[src/rtl/krnl_aurora_csr_s_axi.sv]
`default_nettype none
// ============================================================================
// Module   : krnl_aurora_csr_s_axi
// Purpose  : AXI4-Lite control/status slave for the Aurora kernel. Serves
//            NUM_CH channels, each with a live status word, a sticky
//            change-capture register (write-1-to-clear) and a control word,
//            plus a global control register, an interrupt mask register and a
//            registered level interrupt.
// Ports    : ACLK/ARESETn         clock, synchronous active-low reset
//            AW*/W*/B*            AXI4-Lite write channels
//            AR*/R*               AXI4-Lite read channels
//            status_in            packed per-channel status (ACLK domain)
//            ctrl_out             packed per-channel control
//            irq                  level interrupt
// Revision : 1.0 - initial release
// ============================================================================
module krnl_aurora_csr_s_axi #(
    parameter int          ADDR_W   = 12,
    parameter int          NUM_CH   = 2,
    parameter int          STATUS_W = 13,
    parameter int          CTRL_W   = 8,
    parameter logic [31:0] VERSION  = 32'h0002_0000
) (
    input  logic                         ACLK,
    input  logic                         ARESETn,
    input  logic [ADDR_W-1:0]            AWADDR,
    input  logic                         AWVALID,
    output logic                         AWREADY,
    input  logic [31:0]                  WDATA,
    input  logic [3:0]                   WSTRB,
    input  logic                         WVALID,
    output logic                         WREADY,
    output logic [1:0]                   BRESP,
    output logic                         BVALID,
    input  logic                         BREADY,
    input  logic [ADDR_W-1:0]            ARADDR,
    input  logic                         ARVALID,
    output logic                         ARREADY,
    output logic [31:0]                  RDATA,
    output logic [1:0]                   RRESP,
    output logic                         RVALID,
    input  logic                         RREADY,
    input  logic [NUM_CH*STATUS_W-1:0]   status_in,
    output logic [NUM_CH*CTRL_W-1:0]     ctrl_out,
    output logic                         irq
);

    // The RESET states hold all ready/valid outputs low for the first cycle
    // after reset release; both FSMs reach IDLE one cycle later.
    typedef enum logic [1:0] {
        WRRESET = 2'd0,
        WRIDLE  = 2'd1,
        WRDATA  = 2'd2,
        WRRESP  = 2'd3
    } wr_state_t;

    typedef enum logic [1:0] {
        RDRESET = 2'd0,
        RDIDLE  = 2'd1,
        RDDATA  = 2'd2
    } rd_state_t;

    wr_state_t                  r_wr_state, w_wr_next;
    rd_state_t                  r_rd_state, w_rd_next;
    logic [ADDR_W-3:0]          r_waddr;
    logic [31:0]                r_rdata, w_rdata;
    logic                       r_irq_en, w_irq_en_next;
    logic [NUM_CH-1:0]          r_mask, w_mask_next;
    logic [NUM_CH*CTRL_W-1:0]   r_ctrl, w_ctrl_next;
    logic [NUM_CH*STATUS_W-1:0] r_status_q, r_sticky, w_clr;
    logic                       r_init;
    logic                       r_irq;
    logic [NUM_CH-1:0]          w_ch_pending;
    logic [31:0]                w_wmask, w_wword, w_rword;
    logic                       w_aw_fire, w_w_fire, w_ar_fire;
    logic                       w_unused;

    assign AWREADY  = (r_wr_state == WRIDLE);
    assign WREADY   = (r_wr_state == WRDATA);
    assign BVALID   = (r_wr_state == WRRESP);
    assign BRESP    = 2'b00;
    assign ARREADY  = (r_rd_state == RDIDLE);
    assign RVALID   = (r_rd_state == RDDATA);
    assign RRESP    = 2'b00;
    assign RDATA    = r_rdata;
    assign ctrl_out = r_ctrl;
    assign irq      = r_irq;

    assign w_aw_fire = AWREADY & AWVALID;
    assign w_w_fire  = WREADY & WVALID;
    assign w_ar_fire = ARREADY & ARVALID;

    assign w_wmask = {{8{WSTRB[3]}}, {8{WSTRB[2]}}, {8{WSTRB[1]}}, {8{WSTRB[0]}}};
    assign w_wword = 32'(r_waddr);
    assign w_rword = 32'(ARADDR[ADDR_W-1:2]);

    // Byte lanes and address bits that no register consumes.
    assign w_unused = &{1'b0, AWADDR[1:0], ARADDR[1:0], WDATA, w_wmask};

    generate
        for (genvar c = 0; c < NUM_CH; c++) begin : g_ch
            assign w_ch_pending[c] = |r_sticky[c*STATUS_W +: STATUS_W];
        end
    endgenerate

    // ---------------------------------------------------------------- FSMs
    always_ff @(posedge ACLK) begin
        if (!ARESETn) begin
            r_wr_state <= WRRESET;
            r_rd_state <= RDRESET;
        end else begin
            r_wr_state <= w_wr_next;
            r_rd_state <= w_rd_next;
        end
    end

    always_comb begin
        w_wr_next = r_wr_state;
        case (r_wr_state)
            WRRESET: w_wr_next = WRIDLE;
            WRIDLE:  if (AWVALID) w_wr_next = WRDATA;
            WRDATA:  if (WVALID)  w_wr_next = WRRESP;
            WRRESP:  if (BREADY)  w_wr_next = WRIDLE;
            default: w_wr_next = WRRESET;
        endcase
    end

    always_comb begin
        w_rd_next = r_rd_state;
        case (r_rd_state)
            RDRESET: w_rd_next = RDIDLE;
            RDIDLE:  if (ARVALID) w_rd_next = RDDATA;
            RDDATA:  if (RREADY)  w_rd_next = RDIDLE;
            default: w_rd_next = RDRESET;
        endcase
    end

    // -------------------------------------------------- write-side decode
    always_comb begin
        w_irq_en_next = r_irq_en;
        w_mask_next   = r_mask;
        w_ctrl_next   = r_ctrl;
        w_clr         = '0;
        if (w_w_fire) begin
            if (w_wword == 32'd1 && WSTRB[0]) begin
                w_irq_en_next = WDATA[0];
            end
            if (w_wword == 32'd2 && WSTRB[0]) begin
                w_mask_next = WDATA[NUM_CH-1:0];
            end
            for (int c = 0; c < NUM_CH; c++) begin
                if (w_wword == 32'(4 + 4*c + 1)) begin
                    w_clr[c*STATUS_W +: STATUS_W] = WDATA[STATUS_W-1:0] & w_wmask[STATUS_W-1:0];
                end
                if (w_wword == 32'(4 + 4*c + 2)) begin
                    w_ctrl_next[c*CTRL_W +: CTRL_W] =
                        (r_ctrl[c*CTRL_W +: CTRL_W] & ~w_wmask[CTRL_W-1:0]) |
                        (WDATA[CTRL_W-1:0] & w_wmask[CTRL_W-1:0]);
                end
            end
        end
    end

    // --------------------------------------------------- read-side decode
    always_comb begin
        w_rdata = '0;
        case (w_rword)
            32'd0:   w_rdata = VERSION;
            32'd1:   w_rdata = {31'd0, r_irq_en};
            32'd2:   w_rdata = 32'(r_mask);
            default: w_rdata = '0;
        endcase
        for (int c = 0; c < NUM_CH; c++) begin
            if (w_rword == 32'(4 + 4*c))     w_rdata = 32'(status_in[c*STATUS_W +: STATUS_W]);
            if (w_rword == 32'(4 + 4*c + 1)) w_rdata = 32'(r_sticky[c*STATUS_W +: STATUS_W]);
            if (w_rword == 32'(4 + 4*c + 2)) w_rdata = 32'(r_ctrl[c*CTRL_W +: CTRL_W]);
        end
    end

    // ------------------------------------------------------- registers
    always_ff @(posedge ACLK) begin
        if (!ARESETn) begin
            r_waddr    <= '0;
            r_rdata    <= '0;
            r_irq_en   <= 1'b0;
            r_mask     <= '0;
            r_ctrl     <= '0;
            r_status_q <= '0;
            r_sticky   <= '0;
            r_init     <= 1'b0;
            r_irq      <= 1'b0;
        end else begin
            r_init     <= 1'b1;
            r_status_q <= status_in;
            // status_q is still zero in the first post-reset cycle, so
            // change capture waits one cycle to avoid flagging the reset value.
            // Clear is applied before set so a coincident change survives.
            if (r_init) begin
                r_sticky <= (r_sticky & ~w_clr) | (status_in ^ r_status_q);
            end
            r_irq_en <= w_irq_en_next;
            r_mask   <= w_mask_next;
            r_ctrl   <= w_ctrl_next;
            r_irq    <= r_irq_en & |(r_mask & w_ch_pending);
            if (w_aw_fire) begin
                r_waddr <= AWADDR[ADDR_W-1:2];
            end
            if (w_ar_fire) begin
                r_rdata <= w_rdata;
            end
        end
    end

endmodule
`default_nettype wire
[config.mk]
export PLATFORM = sky130hd
export DESIGN_NAME = krnl_aurora_csr_s_axi
export DESIGN_NICKNAME = d
export VERILOG_FILES = /design/src/rtl/krnl_aurora_csr_s_axi.sv
export SDC_FILE = /design/constraint.sdc
export NUM_CORES = 1
export LEC_CHECK = 0
export CORE_ASPECT_RATIO = 1.75
export CORE_MARGIN = 2
export CORE_UTILIZATION = 42
export CTS_BUF_LIST = sky130_fd_sc_hd__clkbuf_16
export DETAILED_ROUTE_END_ITERATION = 16
export PLACE_DENSITY_LB_ADDON = 0.25
export SYNTH_ARGS = -nofsm -noshare
export SYNTH_HDL_FRONTEND = slang
export SYNTH_SLANG_ARGS = --single-unit
[constraint.sdc]
create_clock -name ACLK -period 1.8 [get_ports ACLK]
set_input_delay 0.36 -clock ACLK [delete_from_list [all_inputs] [get_ports ACLK]]
set_output_delay 0.36 -clock ACLK [all_outputs]
set_load 0.005 [all_outputs]
==> qor.csv, run 1 <==
metric,value,unit
pin_count,151,
crit_type,reg -> out,
end_kind,output pin,
setup_slack,0.0559,ns
grt_pass1_vias,4286,
multi_input_area,2510,µm²
finalSetupTns,0,ns
grt_pass1_wl,20800,µm
dr.first_iter.drc_count,273,
fmax,573,MHz
h-tree-depth,3,
cts_root_buffer,clkbuf_16,
stdcell_count,825,
slew_viol_final,0,
peakVddDrop,0.000496,V
avgViaCountPerCell,5.23,
path_cells,nor2b_2 -> clkdlybuf4s50_1,
synth.top_cell.area_share,43.1,%
fillers,1002,
antenna_found_initial,0,
cp-start-kind,register,
grt_usage,21.8,%
cpMaxStageDelayCell,clkdlybuf4s50_1,
rsz0062_at_grt,yes,
cts_buffers,9,
synth_flop_cell,dfxtp_1,
yosysWarningCount,0,
place_inst,809,
finalHoldViolCount,0,
num_vias,4313,
routed_wl,13200,µm
drive_gt1_share,12.4,%
gp_congestion,0.920,
power_leakage,2.61,nW
yosysSeqAreaShare,43.1,%
cp_slowest_stage_delay,0.52,ns
cts_buffer_depth,2,
drc,0,
diodes,0,
cts_tree,built,
ant_nets,0,
cts_hold_buf,0,
dp_hpwl,9840,µm
hold_class,reg -> reg,
setup_viol,0,
async_reset_ff_share,0,%
status,"complete, no violations",
drt-wirelength-per-cell,16.0,µm
power,5.19,mW
insertion_delay,0.34,ns
start_util,42.5,%
whs,0.463,ns
std_cell_rows,51,
core,11000,µm²
io_buffers,103,
dpl_cell_area,6050,µm²
crit_arrival,1.38,ns
maxCapViolations,0,
synth_common_cells,"101 x dfxtp_1, 73 x nand2_1, 49 x a21oi_1, 48 x nor2_1, 46 x o21ai_0",
fin_crit,1.74,ns
clkTransAtPathRegs,0.06,ns
synth.cell_area,4690,µm²
layout.nets,787,
yosysMostFrequentCell,dfxtp_1,
p_per_area,807,nW/µm²
overflow,0,
synthDistinctLibCells,47,
yosys-top-cells-area,"dfxtp_1 43%, mux2i_1 7.2%, nand2_1 5.8%, a21oi_1 5.2%, o21ai_0 4.9%",
die_y,144,µm
finalInstanceArea,6440,µm²
crit_required,1.44,ns
worstPathMaxFanout,5,
synth_enable_flop_cells,0,
dieArea,12100,µm²
ys_ff_latch,101,
layout-area-overhead-vs-synth,37.1,%
avgSynthCellArea,8.41,µm²
fin_util,58.3,%
grt_max_degree,50,
netlist_instances,558,
min_period_over_period,96.9,%
die_w,83.9,µm
fin_worst_skew,0.00380,ns
seq_area,2030,µm²
synth_top_area_cell,dfxtp_1,
clock_sinks,101,
place_ws,-0.509,ns
drtPass1Iterations,4,
-- report_power, final --
group | switching [mW] | leakage [nW] | internal (mW)
Sequential | 0.114 | 0.832 | 2.39
Clock | 0.776 | 0.127 | 0.902
Combinational | 0.495 | 1.65 | 0.514
Total | 1.38 | 2.61 | 3.81
-- final cells by class --
class                           instances  share of cell area, %
Multi-Input combinational cell        412                   39.1
Sequential cell                       101                   31.5
Timing Repair Buffer                  150                   22.1
Clock buffer                            9                   3.50
Tap cell                              132                   2.57
Inverter                               16                  0.933
Clock inverter                          5                  0.330
-- per-layer routing --
layer	vias up	part of all wire, %	GRT usage (%)
li1	2135	-	-
met1	1998	38	23.6
met2	150	54	39.9
met3	30	4.5	4.31
met4	0	3.7	10.9
met5	-	0	0
-- path summary, 6_finish.rpt --
path / start / to / slack (ns) / cells after the start
max: r_rd_state[1] / RVALID / 0.06 / 2
min: RDATA[17] / RDATA[17] / 0.46 / 2
max reg2reg: r_waddr[9] / register / 0.10 / 6
min reg2reg: RDATA[17] / RDATA[17] / 0.46 / 2
-- worst max-delay path: cells and delay by family (launching register included) --
| kind | cells | cell delay, ns |
|---|---|---|
| buffers and inverters | 1 | 0.52 |
| DFF | 1 | 0.36 |
| and+or+nand+nor | 1 | 0.17 |
-- timing repair --
action / 4_1_cts / 5_1_grt
setup endpoints to repair: 17 / 36
buffers inserted: 0 / 2
pin swaps: 6 / 7
gates resized for setup: 20 / 21
gates cloned: 0 / 0
hold endpoints to repair: 0 / 0
-- cells in the final DEF, fill, tap and decap left out, drive strengths merged, types with 9 or more instances in the layout --
cell           netlist  routed
nor2                49      49
mux2i               34      34
conb                 1      22
dfxtp              101     101
clkbuf              20       9
nand2               73      73
clkdlybuf4s50        0      91
xor2                26      26
inv                 15      16
o21ai               46      46
a21oi               49      49
and2                28      28
buf                 30      47
-- cells by family (layout without fill, tap and decap cells) --
group           count (synthesis)  after routing  share of synthesized area (%)
compound gates                125            125                           15.9
xor+xnor                       26             26                           4.85
fa+ha+maj                       4              4                           1.07
buf+inv                        66            180                           7.20
flops                         101            101                           43.1
mux                            34             34                           7.25
other cells                     1             22                         0.0799
simple gates                  201            201                           20.6
Note: power is estimated with default switching activity, not from simulation.
==> run 2, diff against run 1 <==
--- a/config.mk
+++ b/config.mk
@@ -9,6 +9,7 @@
 export CORE_MARGIN = 2
 export CORE_UTILIZATION = 42
 export CTS_BUF_LIST = sky130_fd_sc_hd__clkbuf_16
+export CTS_CLUSTER_DIAMETER = 30
 export DETAILED_ROUTE_END_ITERATION = 16
 export PLACE_DENSITY_LB_ADDON = 0.25
 export SYNTH_ARGS = -nofsm -noshare
==> results of run 2 <==
The final DEF is identical to that of run 1; final timing and power are the same.
==> run 3, diff against run 2 <==
--- a/config.mk
+++ b/config.mk
@@ -5,6 +5,7 @@
 export SDC_FILE = /design/constraint.sdc
 export NUM_CORES = 1
 export LEC_CHECK = 0
+export ABC_CLOCK_PERIOD_IN_PS = 1800
 export CORE_ASPECT_RATIO = 1.75
 export CORE_MARGIN = 2
 export CORE_UTILIZATION = 42
==> results of run 3 <==
The final DEF is identical to that of run 1; final timing and power are the same.
